$ cat src/rtl/euler_row_sequencer.sv
// Row/step sequencer for an Euler solver: RUN -> ROW_END -> DATA_RDY per row, DONE after num_steps sweeps.
// One state change per falling edge; stalls in any busy state until F/R/D arrives, bounded by the watchdog.
module euler_row_sequencer #(
    parameter  int NUM_ROWS  = 4,
    parameter  int STEP_W    = 16,
    parameter  int TMO_LIMIT = 1024,
    localparam int ROW_W     = ($clog2(NUM_ROWS) < 1) ? 1 : $clog2(NUM_ROWS),
    localparam int TMO_W     = ($clog2(TMO_LIMIT + 1) < 1) ? 1 : $clog2(TMO_LIMIT + 1)
) (
    input  logic              clk,
    input  logic              rst_async,
    input  logic              rst_sync,
    input  logic              start,
    input  logic [STEP_W-1:0] num_steps,
    input  logic              F,
    input  logic              R,
    input  logic              D,
    input  logic              abort,
    output logic [2:0]        state,
    output logic [ROW_W-1:0]  row_idx,
    output logic [STEP_W-1:0] step_cnt,
    output logic              busy,
    output logic              end_of_row,
    output logic              data_ready,
    output logic              solve_done,
    output logic              timeout
);

    typedef enum logic [2:0] {
        S_IDLE     = 3'b000,
        S_RUN      = 3'b001,
        S_ROW_END  = 3'b010,
        S_DATA_RDY = 3'b011,
        S_DONE     = 3'b100
    } state_t;

    localparam int TMO_LAST = (TMO_LIMIT == 0) ? 0 : TMO_LIMIT - 1;
    localparam int ROW_LAST = NUM_ROWS - 1;

    state_t              r_state, w_state_nxt;
    logic [ROW_W-1:0]    r_row, w_row_nxt;
    logic [STEP_W-1:0]   r_step, w_step_nxt;
    logic [STEP_W-1:0]   r_nsteps, w_nsteps_nxt;
    logic [TMO_W-1:0]    r_wdog, w_wdog_nxt;
    logic                r_timeout, w_timeout_nxt;
    logic                w_busy;
    logic                w_await;
    logic                w_wd_fire;
    logic [STEP_W-1:0]   w_step_inc;

    always_ff @(negedge clk or posedge rst_async) begin
        if (rst_async) begin
            r_state <= S_IDLE;
        end else begin
            r_state <= w_state_nxt;
        end
    end

    always_ff @(negedge clk or posedge rst_async) begin
        if (rst_async) begin
            r_row     <= '0;
            r_step    <= '0;
            r_nsteps  <= '0;
            r_wdog    <= '0;
            r_timeout <= 1'b0;
        end else begin
            r_row     <= w_row_nxt;
            r_step    <= w_step_nxt;
            r_nsteps  <= w_nsteps_nxt;
            r_wdog    <= w_wdog_nxt;
            r_timeout <= w_timeout_nxt;
        end
    end

    always_comb begin
        w_state_nxt   = r_state;
        w_row_nxt     = r_row;
        w_step_nxt    = r_step;
        w_nsteps_nxt  = r_nsteps;
        w_timeout_nxt = r_timeout;
        w_step_inc    = r_step + 1'b1;
        w_busy        = (r_state == S_RUN) || (r_state == S_ROW_END) || (r_state == S_DATA_RDY);

        // Only the input the current state is waiting on can move it or hold off the watchdog.
        case (r_state)
            S_RUN:      w_await = F;
            S_ROW_END:  w_await = R;
            S_DATA_RDY: w_await = D;
            default:    w_await = 1'b0;
        endcase

        w_wd_fire = (TMO_LIMIT != 0) && w_busy && !w_await && (r_wdog == TMO_W'(TMO_LAST));

        if (rst_sync) begin
            w_state_nxt   = S_IDLE;
            w_row_nxt     = '0;
            w_step_nxt    = '0;
            w_nsteps_nxt  = '0;
            w_timeout_nxt = 1'b0;
        end else if (abort && w_busy) begin
            w_state_nxt = S_IDLE;
            w_row_nxt   = '0;
        end else if (w_wd_fire) begin
            w_state_nxt   = S_IDLE;
            w_row_nxt     = '0;
            w_timeout_nxt = 1'b1;
        end else begin
            case (r_state)
                S_IDLE: begin
                    if (start) begin
                        w_nsteps_nxt  = num_steps;
                        w_row_nxt     = '0;
                        w_step_nxt    = '0;
                        w_timeout_nxt = 1'b0;
                        w_state_nxt   = (num_steps != '0) ? S_RUN : S_DONE;
                    end
                end
                S_RUN: begin
                    if (F) w_state_nxt = S_ROW_END;
                end
                S_ROW_END: begin
                    if (R) w_state_nxt = S_DATA_RDY;
                end
                S_DATA_RDY: begin
                    if (D) begin
                        if (r_row == ROW_W'(ROW_LAST)) begin
                            w_row_nxt   = '0;
                            w_step_nxt  = w_step_inc;
                            w_state_nxt = (w_step_inc == r_nsteps) ? S_DONE : S_RUN;
                        end else begin
                            w_row_nxt   = r_row + 1'b1;
                            w_state_nxt = S_RUN;
                        end
                    end
                end
                S_DONE:  w_state_nxt = S_IDLE;
                default: w_state_nxt = S_IDLE;
            endcase
        end

        if (rst_sync || !w_busy || (w_state_nxt != r_state)) begin
            w_wdog_nxt = '0;
        end else begin
            w_wdog_nxt = r_wdog + 1'b1;
        end
    end

    assign state      = r_state;
    assign row_idx    = r_row;
    assign step_cnt   = r_step;
    assign busy       = (r_state == S_RUN) || (r_state == S_ROW_END) || (r_state == S_DATA_RDY);
    assign end_of_row = r_state[1];
    assign data_ready = (r_state == S_DATA_RDY);
    assign solve_done = (r_state == S_DONE);
    assign timeout    = r_timeout;

endmodule

$ cat config.mk
export PLATFORM = sky130hd
export DESIGN_NAME = euler_row_sequencer
export DESIGN_NICKNAME = d
export VERILOG_FILES = /design/src/rtl/euler_row_sequencer.sv
export SDC_FILE = /design/constraint.sdc
export NUM_CORES = 1
export LEC_CHECK = 0
export ABC_AREA = 1
export CELL_PAD_IN_SITES_DETAIL_PLACEMENT = 0
export CELL_PAD_IN_SITES_GLOBAL_PLACEMENT = 1
export CORE_MARGIN = 2
export CORE_UTILIZATION = 42
export DETAILED_ROUTE_END_ITERATION = 8
export PLACE_DENSITY = 0.95
export SLEW_MARGIN = 25
export SYNTH_ARGS = -nofsm -noshare
export SYNTH_HDL_FRONTEND = slang
export SYNTH_SLANG_ARGS = --single-unit
$ cat constraint.sdc
create_clock -name clk -period 4.3 [get_ports clk]
set_input_delay 0.645 -clock clk [delete_from_list [all_inputs] [get_ports clk]]
set_output_delay 0.645 -clock clk [all_outputs]
set_load 0.01 [all_outputs]
; After elaboration in Yosys (flattened, before gate mapping)
; Cells that the tools add are included.
[totals]
ff_bits = 49
out_inout_bits = 26
input_bits = 24
[classes]
eq_ne = 15
add_sub_neg = 3
reduce_logical = 21
muxes = 37
[op_table]
columns = operator, count
row1 = two-way mux 16 bit, 11
row2 = one-hot mux 16 bit (2 select lines), 1
row3 = two-way mux 3 bit, 10
row4 = adder 16 x 1 -> 16 bit (second input constant), 1
row5 = == test 16 bit, 1
row6 = nonzero test 16 bit, 1
row7 = two-way mux 2 bit, 6
row8 = one-hot mux 3 bit (4 select lines), 1
row9 = adder 11 x 1 -> 11 bit (second input constant), 1
row10 = == test 11 x 10 -> 1 bit (second input constant), 1
row11 = two-way mux 11 bit, 1
row12 = nonzero test 3 bit, 3
row13 = == test 3 x 2 -> 1 bit (second input constant), 2
row14 = != test 3 bit (second input constant), 2
row15 = AND reduction 3 bit, 2
row16 = AND reduction 6 bit, 1
row17 = two-way mux 1 bit, 5
row18 = != test 5 x 3 -> 1 bit (second input constant), 1
row19 = != test 5 bit (second input constant), 1
row20 = nonzero test 5 bit, 1
row21 = logical OR 1 bit, 4
row22 = != test 2 bit (second input constant), 2
row23 = one-hot mux 2 bit (2 select lines), 1
row24 = AND reduction 4 bit, 1
row25 = other kinds (11), 15

; Depth between registers and ports, before layout
; Gate-level depths: netlist of run 1.
[depth]
word_depth = 12
mapped_depth = 20
ltp_nobuf = 19

==> flow_metrics.env, run 1 <==
export IMPL_finalSetupTns_ns=0
export IMPL_initial_core_util_pct=43.8
export IMPL_synth_fa_ha_area_share_pct=1.25
export IMPL_cap_violations=0
export IMPL_ys_ff_latch=49
export IMPL_min_path_type="reg2reg"
export IMPL_critical_path_buf_inv_count=2
export IMPL_vias=3136
export IMPL_final_common_cell="nand2_1"
export IMPL_setup_worst_path_start_class="flip-flop"
export IMPL_synth_area_um2=3010
export IMPL_syn_nets=432
export IMPL_numCtsBuffers=5
export IMPL_startpoint="state[2]"
export IMPL_nets=533
export IMPL_fp_dieArea_um2=7850
export IMPL_ant_nets=0
export IMPL_power_density_nw_per_um2=236
export IMPL_ios=50
export IMPL_drive_above_1_share_pct=22.9
export IMPL_avgSynthCellArea_um2=7.43
export IMPL_antenna_found_initial=0
export IMPL_ctsRootBufferMaster="clkbuf_8"
export IMPL_finalSetupViolCount=0
export IMPL_drt_iter0_markers=221
export IMPL_tightest_slew_ns=0.581
export IMPL_syn2layout_area_growth_pct=39.5
export IMPL_io_buffers=49
export IMPL_muxShareOfSynthArea_pct=0
export IMPL_worstPathArrival_ns=3.62
export IMPL_slew_headroom_pct=60.7
export IMPL_final_cell_mix="nand2_1 (86), nand3_1 (53), buf_4 (50)"
export IMPL_synth_simple_gate_area_share_pct=37.6
export IMPL_synth_compound_area_share_pct=8.49
export IMPL_r2r_start="step_cnt[0]"
export IMPL_place_inst=577
export IMPL_die_w_um=88.6
export IMPL_fill_cells=633
export IMPL_clock_path_buffers=2
export IMPL_gp_congestion=0.875
export IMPL_grt_pass1_vias=3069
export IMPL_cellLeakagePower_nw=1.88
export IMPL_htreeDepth=2
export IMPL_regToRegEndpoint="state[2]"
export IMPL_reg2regPathDepth=21
export IMPL_synth_seq_area_share_pct=40.8
export IMPL_cp_depth=2
export IMPL_first_pass_iters=5
export IMPL_synth_top_family_by_area="simple AND/OR/NAND/NOR gates"
export IMPL_viasPerCell=5.20
export IMPL_crit_family="buffers and inverters"
export IMPL_yosysWarnings=0
export IMPL_clock_latency_ns=0.31
export IMPL_rrSetupSlack_ns=1.42
export IMPL_avgRoutedWirePerCell_um=14.2
export IMPL_dp_slack_ns=-0.476
export IMPL_drcViolationCount=0
export IMPL_syn_inst=405
export IMPL_grt_overflow_total=0
export IMPL_timing_final_ws_setup_ns=0.0333
export IMPL_crit_fanout=4
export IMPL_cts_tree="built"
export IMPL_ir_drop_uv=197
export IMPL_final_max_slew_viol_count=0
export IMPL_antenna_diode_count=0
export IMPL_status="completed"
export IMPL_worstPathCellList="buf_4 -> clkdlybuf4s50_1"
export IMPL_dp_hpwl_um=5940
export IMPL_fin_skew_ns=0.0105
export IMPL_cts_hold_buf=0
export IMPL_hold_path_depth=1
export IMPL_grt_use_total_pct=22.7
export IMPL_cp_required_ns=3.65
export IMPL_cp_slowest_stage_delay_ns=0.53
export IMPL_power_total_uw=989
export IMPL_grt_pass1_wl_um=13900
export IMPL_worstSetupEndpointType="output pin"
export IMPL_grt_max_degree=50
export IMPL_setup_worst_path_class="reg2out"
export IMPL_cts_sinks=49
export IMPL_rows=30
export IMPL_path_clk_slew_ns=0.06
export IMPL_core_area_um2=6870
export IMPL_stdcell_count=603
export IMPL_slowest_stage="clkdlybuf4s50_1"
export IMPL_die_h_um=88.6
export IMPL_synth_xor_area_share_pct=3.45
export IMPL_cp_endpoint="state[2]"
export IMPL_synthDistinctLibCells=34
export IMPL_drt_wl_total_um=8550
export IMPL_final_hold_viol_count=0
## how the worst min path moves through the flow
| stage | startpoint | endpoint | slack [ns] |
|---|---|---|---|
| CTS | r_wdog[0] | r_wdog[0] | 0.43 |
| finish | r_wdog[0] | r_wdog[0] | 0.42 |
| floorplan | r_wdog[0] | r_wdog[0] | 0.39 |
| global route | r_wdog[0] | r_wdog[0] | 0.44 |
| global placement | r_wdog[0] | r_wdog[0] | 0.41 |
| detailed placement | r_wdog[0] | r_wdog[0] | 0.42 |
## cell usage after synthesis
cell,n,share of area [%]
buf_2,2,0.33
o21ai_0,29,4.8
a32o_1,1,0.33
xor2_2,1,0.54
nor4_1,4,0.83
nand2_2,1,0.21
nor3_1,2,0.33
clkbuf_1,4,0.50
o21bai_1,1,0.25
nor2_2,18,3.7
nor2_1,31,3.9
inv_1,48,6.0
a21oi_1,7,1.2
buf_4,2,0.50
ha_1,3,1.2
o41ai_1,1,0.29
and3_1,1,0.21
xor2_1,7,2.0
o22ai_2,1,0.42
nor3_2,1,0.33
nand3_1,55,9.2
nand2_1,90,11
clkinv_1,1,0.12
inv_2,5,0.62
buf_6,1,0.37
nor2_4,4,1.5
o22ai_1,1,0.21
and2_0,1,0.21
o31ai_1,4,1.0
xnor2_1,3,0.87
nor3_4,1,0.54
nand4_1,23,4.8
nand3_2,2,0.67
dfrtn_1,49,41
## power breakdown
part / switching [mW] / internal (mW)
combinational: 0.122 / 0.0972
sequential: 0.0118 / 0.479
clock: 0.164 / 0.115
## logic make-up (layout without fill, tap and decap cells)
group                      Yosys count  after routing
AOI/OAI and AO/OA                   45             45
xor gates and xnor gates            11             11
adders and majority gates            3              3
buffers and inverters               63            165
DFF                                 49             49
and+or+nand+nor                    234            234
## through the flow
step / util (%) / hold WS [ns] / area [um2]
after floorplan: - / 0.387 / 3010
after global placement: 56.4 / 0.407 / 3870
after global routing: 61.1 / 0.438 / 4200
after CTS: 59.8 / 0.427 / 4110
final: 61.1 / 0.421 / 4200
after detailed placement: 56.4 / 0.425 / 3870
## final cells by class
class	instances	area, um2	share of cell area (%)
clock buffer	6	72.6	1.73
clock inverter	2	15.0	0.358
inverter	54	203	4.83
multi-input combinational	293	1620	38.7
sequential	49	1230	29.2
tap	96	120	2.86
timing repair buffer	103	937	22.3
## per-layer routing
metal / GRT usage [%] / wire length [um] / vias to the layer above / part of all wire [%]
li1: - / - / 1542 / -
met5: 0 / 0 / - / 0
met3: 4.48 / 405 / 22 / 4.7
met4: 7.16 / 211 / 0 / 2.5
met1: 29.5 / 3790 / 1478 / 44
met2: 38.3 / 4140 / 94 / 48
## repair_timing
item,CTS,global route
pin swaps,7,20
gates cloned,1,0
resized for setup,25,24
setup endpoints to repair,27,29
setup buffers,12,7
## flip-flops by register name, summed over array words and instances (netlist names)
name and count:
timeout 1, r_nsteps 16, r_wdog 11, state 3, row_idx 2, step_cnt 16
Power figures use the tool's default switching activity.
==> run 2, diff against run 1 <==
Settings changed: CORE_MARGIN 2 to default.
==> flow_metrics.env, run 2 (synthesized netlist as in run 1, its figures left out) <==
export IMPL_syn2layout_area_growth_pct=39.9
export IMPL_path_clk_slew_ns=0.06
export IMPL_setup_worst_path_start_class="flip-flop"
export IMPL_reg2regPathDepth=20
export IMPL_dp_hpwl_um=5860
export IMPL_worstPathArrival_ns=3.61
export IMPL_cap_violations=0
export IMPL_fp_dieArea_um2=7500
export IMPL_status="completed"
export IMPL_nets=530
export IMPL_fin_skew_ns=0.00553
export IMPL_clock_latency_ns=0.31
export IMPL_cp_slowest_stage_delay_ns=0.53
export IMPL_min_delay_start="r_nsteps[3]"
export IMPL_fill_cells=600
export IMPL_whs_endpoint="r_nsteps[3]"
export IMPL_cp_required_ns=3.65
export IMPL_timing_final_ws_setup_ns=0.0482
export IMPL_numCtsBuffers=5
export IMPL_finalSetupViolCount=0
export IMPL_crit_family="buffers and inverters"
export IMPL_ios=50
export IMPL_r2r_start="step_cnt[0]"
export IMPL_drcViolationCount=0
export IMPL_antenna_diode_count=0
export IMPL_final_hold_viol_count=0
export IMPL_ant_nets=0
export IMPL_rows=30
export IMPL_power_density_nw_per_um2=253
export IMPL_dp_slack_ns=-0.499
export IMPL_grt_pass1_vias=2900
export IMPL_rrSetupSlack_ns=1.55
export IMPL_worstPathCellList="buf_4 -> clkdlybuf4s50_1"
export IMPL_hold_path_depth=2
export IMPL_first_pass_iters=4
export IMPL_cellLeakagePower_nw=1.92
export IMPL_initial_core_util_pct=43.8
export IMPL_min_path_type="reg2reg"
export IMPL_drt_wl_total_um=8330
export IMPL_die_h_um=86.6
export IMPL_regToRegEndpoint="r_wdog[3]"
export IMPL_drt_iter0_markers=212
export IMPL_grt_max_degree=50
export IMPL_worstSetupEndpointType="output pin"
export IMPL_ctsRootBufferMaster="clkbuf_8"
export IMPL_htreeDepth=2
export IMPL_vias=3088
export IMPL_cts_sinks=49
export IMPL_crit_fanout=4
export IMPL_ir_drop_uv=139
export IMPL_grt_use_total_pct=23.2
export IMPL_tightest_slew_ns=0.454
export IMPL_die_w_um=86.6
export IMPL_setup_worst_path_class="reg2out"
export IMPL_final_cell_mix="nand2_1 (88), nand3_1 (53), dfrtn_1 (49)"
export IMPL_antenna_found_initial=0
export IMPL_core_area_um2=6870
export IMPL_clock_path_buffers=2
export IMPL_avgRoutedWirePerCell_um=13.9
export IMPL_io_buffers=49
export IMPL_gp_congestion=0.890
export IMPL_grt_overflow_total=0
export IMPL_final_max_slew_viol_count=0
export IMPL_final_common_cell="nand2_1"
export IMPL_viasPerCell=5.15
export IMPL_critical_path_buf_inv_count=2
export IMPL_cts_tree="built"
export IMPL_multi_input_area_um2=1620
export IMPL_ff_latch_area_um2=1230
export IMPL_final_core_util_pct=61.2
export IMPL_drive_above_1_share_pct=21.4
export IMPL_slew_headroom_pct=69.3
export IMPL_grt_pass1_wl_um=13500
export IMPL_slowest_stage="clkdlybuf4s50_1"
-- run 2: layout make-up --
cell class | count | share of cell area, %
repair buffers | 100 | 22.0
flip-flops and latches | 49 | 29.1
clock inverters | 1 | 0.714
well taps | 96 | 2.86
clock buffers | 7 | 2.05
multi-input cells | 293 | 38.5
inverters | 54 | 4.82
-- run 2: metrics by stage --
stage	power (mW)	setup TNS, ns	hold WS, ns	instances	instance area, um2
after CTS	1.06	0	0.449	596	4120
final	1.06	0	0.450	600	4210
after floorplan	0.596	0	0.387	405	3010
after global routing	1.11	-0.0286	0.465	600	4210
after global placement	0.691	-8.47	0.403	577	3870
after detailed placement	0.694	-10.08	0.445	577	3870
-- run 2: worst max-delay path by stage --
stage	startpoint	depth (start not counted)	slack, ns	end
after global routing	num_steps[3]	12	-0.01	r_wdog[3]
final	state[2]	2	0.05	state[2]
after floorplan	D	16	0.22	r_wdog[5]
after detailed placement	D	17	-0.50	r_wdog[0]
after CTS	R	11	0.01	r_wdog[8]
after global placement	D	17	-0.42	r_wdog[8]
-- run 2: worst reg2reg max path, stage by stage, from the launching register on --
cell	delay, ns
dfrtn_1	0.53
ha_1	0.24
nand2_1	0.16
nor2_4	0.22
nand2_1	0.12
nand3_1	0.09
nand2_1	0.05
nor2_1	0.11
nand2_1	0.06
nor2_1	0.11
nand2_1	0.08
nor2_2	0.11
nand2_1	0.06
nand2_1	0.05
nand2_1	0.09
nand2_2	0.10
nand2_2	0.05
nand3_2	0.09
buf_6	0.11
buf_16	0.11
nor2_4	0.03
-- run 2: routing by layer --
metal	vias to the layer above	track usage [%]	part of all wire [%]
li1	1539	-	-
met1	1443	29.9	45
met2	94	39.8	49
met3	12	3.14	4.4
met4	0	8.48	1.5
met5	-	0	0
-- run 2: repair_timing --
| action | in CTS | in global routing |
|---|---|---|
| hold endpoints to repair | 0 | 0 |
| hold buffers | 0 | 0 |
| setup endpoints to repair | 14 | 28 |
| cloned | 1 | 0 |
| setup buffers | 10 | 5 |
| resized for setup | 24 | 26 |
| pin swaps | 7 | 17 |
-- run 2: report_power, final --
part | switching [mW] | internal (mW)
clock network | 0.164 | 0.190
registers | 0.0115 | 0.479
logic | 0.119 | 0.0988
total | 0.295 | 0.768
